### src/rtl/cgra_power_switch_seq.sv
// ---------------------------------------------------------------------------
// cgra_power_switch_seq
//
// Power-switch sequencer for the external power domains (domain 0 = CGRA).
// Sits between the MCU power-gate request/isolation outputs and the physical
// switch cells. On power-up it turns switch segments on one at a time, to
// limit inrush current, waits a settle time, and then raises the per-domain
// ack. On power-down it turns the segments off in reverse order.
//
// Ports:
//   clk_i         system clock
//   rst_i         synchronous reset, active-high
//   switch_req_i  [NUM_DOMAINS]         1 = domain requested powered
//   iso_en_i      [NUM_DOMAINS]         1 = domain outputs isolated
//   switch_ack_o  [NUM_DOMAINS]         1 = domain fully powered and settled
//   seg_en_o      [NUM_DOMAINS*NUM_SEG] segment enables, domain d seg k at
//                                       bit d*NUM_SEG+k
//   busy_o                              any domain ramping or settling
//   iso_err_o     [NUM_DOMAINS]         (CGRA_PSW_ISO_CHECK_EN only) sticky:
//                                       isolation released while not ON
//
// Optional feature macro: CGRA_PSW_ISO_CHECK_EN
// ---------------------------------------------------------------------------

// Per-domain sequencer: state machine, segment counter, delay counter.
module cgra_psw_domain #(
    parameter int NUM_SEG       = 4,
    parameter int RAMP_DELAY    = 2,
    parameter int SETTLE_CYCLES = 3,
    parameter int CW            = 3
) (
    input  logic               clk_i,
    input  logic               rst_i,
    input  logic               req_i,
    output logic [NUM_SEG-1:0] seg_en_o,
    output logic               ack_o,
    output logic               busy_nxt_o   // next-state busy, registered by top
);

    typedef enum logic [2:0] {
        S_OFF       = 3'd0,
        S_RAMP_UP   = 3'd1,
        S_SETTLE    = 3'd2,
        S_ON        = 3'd3,
        S_RAMP_DOWN = 3'd4
    } state_e;

    localparam logic [CW-1:0] RD_LAST  = CW'(RAMP_DELAY - 1);
    // SETTLE is never entered when SETTLE_CYCLES==0; keep the constant legal.
    localparam logic [CW-1:0] ST_LAST  = CW'((SETTLE_CYCLES > 0) ? SETTLE_CYCLES - 1 : 0);
    localparam logic [CW-1:0] SEG_FULL = CW'(NUM_SEG);
    localparam logic [CW-1:0] ONE      = CW'(1);

    state_e          state_q, state_d;
    logic [CW-1:0]   seg_cnt_q, seg_cnt_d;
    logic [CW-1:0]   dly_q, dly_d;
    logic [NUM_SEG-1:0] seg_en_q, seg_en_d;
    logic            ack_q, ack_d;
    logic            busy_d;

    // State register
    always_ff @(posedge clk_i) begin
        if (rst_i) begin
            state_q   <= S_OFF;
            seg_cnt_q <= '0;
            dly_q     <= '0;
            seg_en_q  <= '0;
            ack_q     <= 1'b0;
        end else begin
            state_q   <= state_d;
            seg_cnt_q <= seg_cnt_d;
            dly_q     <= dly_d;
            seg_en_q  <= seg_en_d;
            ack_q     <= ack_d;
        end
    end

    // Next-state logic. A request change always wins over a pending delay
    // step; dropping to zero segments lands directly in OFF.
    always_comb begin
        state_d   = state_q;
        seg_cnt_d = seg_cnt_q;
        dly_d     = dly_q;
        unique case (state_q)
            S_OFF: begin
                if (req_i) begin
                    seg_cnt_d = ONE;
                    dly_d     = '0;
                    state_d   = S_RAMP_UP;
                end
            end
            S_RAMP_UP: begin
                if (!req_i) begin
                    seg_cnt_d = seg_cnt_q - ONE;
                    dly_d     = '0;
                    state_d   = (seg_cnt_q == ONE) ? S_OFF : S_RAMP_DOWN;
                end else if (dly_q == RD_LAST) begin
                    dly_d = '0;
                    if (seg_cnt_q < SEG_FULL) begin
                        seg_cnt_d = seg_cnt_q + ONE;
                    end else begin
                        state_d = (SETTLE_CYCLES == 0) ? S_ON : S_SETTLE;
                    end
                end else begin
                    dly_d = dly_q + ONE;
                end
            end
            S_SETTLE, S_ON: begin
                if (!req_i) begin
                    seg_cnt_d = seg_cnt_q - ONE;
                    dly_d     = '0;
                    state_d   = (seg_cnt_q == ONE) ? S_OFF : S_RAMP_DOWN;
                end else if (state_q == S_SETTLE) begin
                    if (dly_q == ST_LAST) begin
                        dly_d   = '0;
                        state_d = S_ON;
                    end else begin
                        dly_d = dly_q + ONE;
                    end
                end
            end
            S_RAMP_DOWN: begin
                if (req_i) begin
                    // Resume ramp-up from the current level.
                    seg_cnt_d = seg_cnt_q + ONE;
                    dly_d     = '0;
                    state_d   = S_RAMP_UP;
                end else if (dly_q == RD_LAST) begin
                    seg_cnt_d = seg_cnt_q - ONE;
                    dly_d     = '0;
                    if (seg_cnt_q == ONE) state_d = S_OFF;
                end else begin
                    dly_d = dly_q + ONE;
                end
            end
            default: begin
                state_d   = S_OFF;
                seg_cnt_d = '0;
                dly_d     = '0;
            end
        endcase
    end

    // Output decode from next state so the outputs come straight from flops.
    always_comb begin
        seg_en_d = '0;
        for (int k = 0; k < NUM_SEG; k++) begin
            seg_en_d[k] = (CW'(k) < seg_cnt_d);
        end
        ack_d  = (state_d == S_ON);
        busy_d = (state_d == S_RAMP_UP) || (state_d == S_SETTLE) ||
                 (state_d == S_RAMP_DOWN);
    end

    assign seg_en_o   = seg_en_q;
    assign ack_o      = ack_q;
    assign busy_nxt_o = busy_d;

endmodule

module cgra_power_switch_seq #(
    parameter int NUM_DOMAINS   = 1,
    parameter int NUM_SEG       = 4,
    parameter int RAMP_DELAY    = 2,
    parameter int SETTLE_CYCLES = 3
) (
    input  logic                           clk_i,
    input  logic                           rst_i,
    input  logic [NUM_DOMAINS-1:0]         switch_req_i,
    input  logic [NUM_DOMAINS-1:0]         iso_en_i,
    output logic [NUM_DOMAINS-1:0]         switch_ack_o,
    output logic [NUM_DOMAINS*NUM_SEG-1:0] seg_en_o,
`ifdef CGRA_PSW_ISO_CHECK_EN
    output logic [NUM_DOMAINS-1:0]         iso_err_o,
`endif
    output logic                           busy_o
);

    function automatic int max3(input int a, input int b, input int c);
        int m;
        m = (a > b) ? a : b;
        return (m > c) ? m : c;
    endfunction

    localparam int CNT_MAX = max3(RAMP_DELAY, SETTLE_CYCLES, NUM_SEG + 1);
    localparam int CW      = $clog2(CNT_MAX + 1);

    logic [NUM_DOMAINS-1:0] busy_nxt;
    logic                   busy_q;

    for (genvar d = 0; d < NUM_DOMAINS; d++) begin : g_dom
        cgra_psw_domain #(
            .NUM_SEG      (NUM_SEG),
            .RAMP_DELAY   (RAMP_DELAY),
            .SETTLE_CYCLES(SETTLE_CYCLES),
            .CW           (CW)
        ) u_dom (
            .clk_i     (clk_i),
            .rst_i     (rst_i),
            .req_i     (switch_req_i[d]),
            .seg_en_o  (seg_en_o[d*NUM_SEG +: NUM_SEG]),
            .ack_o     (switch_ack_o[d]),
            .busy_nxt_o(busy_nxt[d])
        );
    end

    always_ff @(posedge clk_i) begin
        if (rst_i) busy_q <= 1'b0;
        else       busy_q <= |busy_nxt;
    end
    assign busy_o = busy_q;

`ifdef CGRA_PSW_ISO_CHECK_EN
    // ack is high exactly when a domain is in ON, so it doubles as the
    // "fully powered" qualifier for the isolation check.
    logic [NUM_DOMAINS-1:0] iso_err_q;
    always_ff @(posedge clk_i) begin
        if (rst_i) iso_err_q <= '0;
        else       iso_err_q <= iso_err_q | (~iso_en_i & ~switch_ack_o);
    end
    assign iso_err_o = iso_err_q;
`else
    // Isolation is not needed for sequencing in this build.
    logic unused_iso;
    assign unused_iso = ^iso_en_i;
`endif

endmodule
### config.mk
export PLATFORM = sky130hd
export DESIGN_NAME = cgra_power_switch_seq
export DESIGN_NICKNAME = d
export VERILOG_FILES = /design/src/rtl/cgra_power_switch_seq.sv
export SDC_FILE = /design/constraint.sdc
export NUM_CORES = 1
export LEC_CHECK = 0
export CORE_ASPECT_RATIO = 0.5
export CORE_MARGIN = 2
export CORE_UTILIZATION = 30
export DETAILED_ROUTE_END_ITERATION = 8
export GPL_TIMING_DRIVEN = 0
export HOLD_SLACK_MARGIN = 0.1
export PLACE_DENSITY_LB_ADDON = 0.12
export SYNTH_ARGS = -nofsm -noshare
export SYNTH_HDL_FRONTEND = slang
export SYNTH_SLANG_ARGS = --single-unit
### constraint.sdc
create_clock -name clk_i -period 2.37 [get_ports clk_i]
set_input_delay 0.237 -clock clk_i [delete_from_list [all_inputs] [get_ports clk_i]]
set_output_delay 0.237 -clock clk_i [all_outputs]
set_load 0.05 [all_outputs]
==> impl_metrics.ini <==
[outcome]
status = finished, final reports clean

[grt]
grt_pass1_wl_um = 4900
grt_max_degree = 11
first_global_vias = 956
track_usage = 0.166
overflow = 0
antenna_found_initial = 0

[floorplanning]
die-width_um = 87.9
initial_core_util = 0.310
die_y_um = 45.9
die-area_um2 = 4040
io_pins = 10
rows = 15
core_area_um2 = 3400

[worst_hold_path]
min_from = g_dom[0].u_dom.dly_q[2]$_SDFFE_PP0P_
min_to = g_dom[0].u_dom.dly_q[2]$_SDFFE_PP0P_
whs_path_depth = 3
min_path_type = flip-flop to flip-flop

[worst_setup_path]
ff2ff_path_depth = 7
r2r-end = g_dom[0].u_dom.seg_en_o[0]$_SDFF_PP0_
crit_path_end_kind = flip-flop
startpoint_type = primary input
critical_path_arrival_ps = 2260
crit_fanout = 10
critPathRequiredTime_ps = 2500
reg2reg_from = g_dom[0].u_dom.seg_cnt_q[2]$_SDFF_PP0_
path_class = primary input to flip-flop
r2r_slack_ps = 270

[synthesis]
synth_top_area_frac = 0.266
synth_top_family_by_area = compound AO/OA/AOI/OAI gates
yosysSeqAreaShare = 0.266
async_flop_share = 0
synthSimpleGateAreaFrac = 0.257
synth-edff-count = 0
synth_cell_types = 46
ys_seq_elements = 14
ys_warn_count = 0
synth.area.top_cells = dfxtp_1 27%, ha_1 5.9%, a21oi_1 5.7%, nor2_1 3.9%, inv_1 3.6%
synth.cell_area_um2 = 1050
synth_ff_type = dfxtp_1
synth_area_leader_cell = dfxtp_1
synthCells = 141
synthXorXnorAreaFrac = 0.0166
avgSynthCellArea_um2 = 7.48
synthAdderAreaFrac = 0.0593
synth-compound-area-share = 0.307
muxShareOfSynthArea = 0
synthesis.nets = 150

[timing]
setup_slack_ps = 239
finalCritPeriodShare = 0.899
fin_skew_ps = 5.35
hold_viol = 0
max_freq_ghz = 0.469
worst_pin_slew_ps = 534
setup_tns_ps = 0
period_minus_slack_ps = 2130
setup_viol = 0
slew_violations = 0
rsz0062_at_grt = no
timing.slew.headroom = 0.644

[route]
num_vias = 1051
avgViaCountPerCell = 5.15
drc = 0
ant_nets = 0
drt_iter0_drc = 73
drt-met1-wl_um = 1490
highest_layer = met4
finalWirelength_um = 2890
firstDrtPassIters = 4
wl_per_cell_um = 14.1
dr_wl_met2_um = 1160
wl_met3_um = 184

[cells_and_area]
fin_area_um2 = 1270
fin_nets = 163
layout-drive-gt1-share = 0.131
area_delta_synth_final_pct = 20.2
fillers = 366
postLayoutCoreUtil = 0.373
num_antenna_cells = 0

[place]
place_ws_ps = -412
dp_hpwl_um = 2120
place_congestion = 0.828
place_area_um2 = 1200
portBuffers = 8

[clocking]
clockBufferDepth = 2
cts_setup_buffers = 0
clock-root-buffer = clkbuf_8
clock_latency_ps = 260
path_clk_slew_ps = 70
cts_inserted_buffers = 3
clock_sinks = 14
cts_resized = 1
holdBufCountCts = 0
htree_levels = 1
cts_tree = yes

[power_and_ir_drop]
max-vdd-ir-drop_mv = 0.264
p_total_mw = 0.663
power_density_nw_per_um2 = 523
leakagePower_nw = 0.462

[run]
max_cap_viol_count = 0
[routing by layer]
metal,GRT usage,vias up
met5,0,-
met4,0.0646,0
met3,0.0453,5
met2,0.232,28
met1,0.241,485
li1,-,533
[where the power goes]
part / switching (mW) / leakage, nW / internal [mW]
sequential: 0.00920 / 0.115 / 0.248
combinational: 0.100 / 0.318 / 0.0608
clock: 0.0974 / 0.0288 / 0.148
[registers in the layout, indices dropped and copies added (netlist names)]
register	cells
busy_o	1
g_dom.u_dom.ack_o	1
g_dom.u_dom.dly_q	3
g_dom.u_dom.seg_cnt_q	3
g_dom.u_dom.seg_en_o	3
g_dom.u_dom.state_q	3
[metrics by stage]
| stage | hold WS (ps) | instances |
|---|---|---|
| 4_1_cts | 654 | 204 |
| 6_report | 645 | 204 |
| 5_1_grt | 710 | 204 |
| 3_3_place_gp | 650 | 200 |
| 3_5_place_dp | 638 | 200 |
| 2_1_floorplan | 306 | 141 |
[cells by family (layout without fill, tap and decap cells)]
family,after synthesis,in the layout
buffers and inverters,22,34
AOI/OAI and AO/OA,47,47
adders and majority gates,5,5
DFF,14,14
and+or+nand+nor,51,51
xor gates and xnor gates,2,2
[layout make-up]
| type | instances | area [um2] | area share |
|---|---|---|---|
| multi-input cells | 105 | 687 | 0.542 |
| flip-flops and latches | 14 | 280 | 0.221 |
| repair buffers | 8 | 80.1 | 0.0632 |
| plain buffers | 12 | 63.8 | 0.0503 |
| well taps | 51 | 63.8 | 0.0503 |
| clock buffers | 4 | 55.1 | 0.0434 |
| inverters | 10 | 37.5 | 0.0296 |
[synth_stat cells (2+ instances only)]
cell      count
o22ai_1       2
a22oi_1       2
nand2_1      10
a21o_1        2
nor2_1       11
inv_1        10
o211ai_1      4
nor3_1        7
nand2b_1      3
a31oi_1       5
ha_1          5
a211oi_1      4
nand3_1       2
or3_1         2
or2_2         3
nor2b_1       5
o21ai_0       4
dfxtp_1      14
buf_4         2
a21oi_1      12
clkbuf_1      7
[cells in the final DEF (no fill, tap or decap), types with 2 or more instances in the layout]
cell	netlist	layout
a21o_1	2	2
clkdlybuf4s50_1	0	8
a22oi_1	2	2
o21ai_0	4	4
a31oi_1	5	5
nor3_1	7	7
nand3_1	2	2
nor2_1	11	11
or3_1	2	2
o211ai_1	4	4
or2_2	3	3
a21oi_1	12	12
dfxtp_1	14	14
nand2b_1	3	3
clkbuf_1	7	5
buf_4	2	2
inv_1	10	10
o22ai_1	2	2
ha_1	5	5
clkbuf_2	0	2
clkbuf_8	0	4
nor2b_1	5	5
nand2_1	10	10
a211oi_1	4	3
[critical path, cell delays in order]
cell,delay (ps)
clkdlybuf4s50_1,520
clkbuf_2,250
inv_1,80
clkbuf_2,220
ha_1,330
o22a_1,120
a21oi_1,70
a211oi_2,300
a31oi_1,120
[worst max-delay path by stage]
stage,slack [ps],to,from
2_1_floorplan,550,g_dom[0].u_dom.seg_en_o[0]$_SDFF_PP0_,g_dom[0].u_dom.seg_cnt_q[2]$_SDFF_PP0_
3_3_place_gp,-410,g_dom[0].u_dom.seg_en_o[0]$_SDFF_PP0_,switch_req_i
3_5_place_dp,-410,g_dom[0].u_dom.seg_en_o[0]$_SDFF_PP0_,switch_req_i
4_1_cts,20,g_dom[0].u_dom.seg_en_o[0]$_SDFF_PP0_,switch_req_i
5_1_grt,60,g_dom[0].u_dom.seg_en_o[0]$_SDFF_PP0_,g_dom[0].u_dom.seg_cnt_q[2]$_SDFF_PP0_
6_report,240,g_dom[0].u_dom.seg_en_o[0]$_SDFF_PP0_,switch_req_i
(Power assumes the default switching activity.)
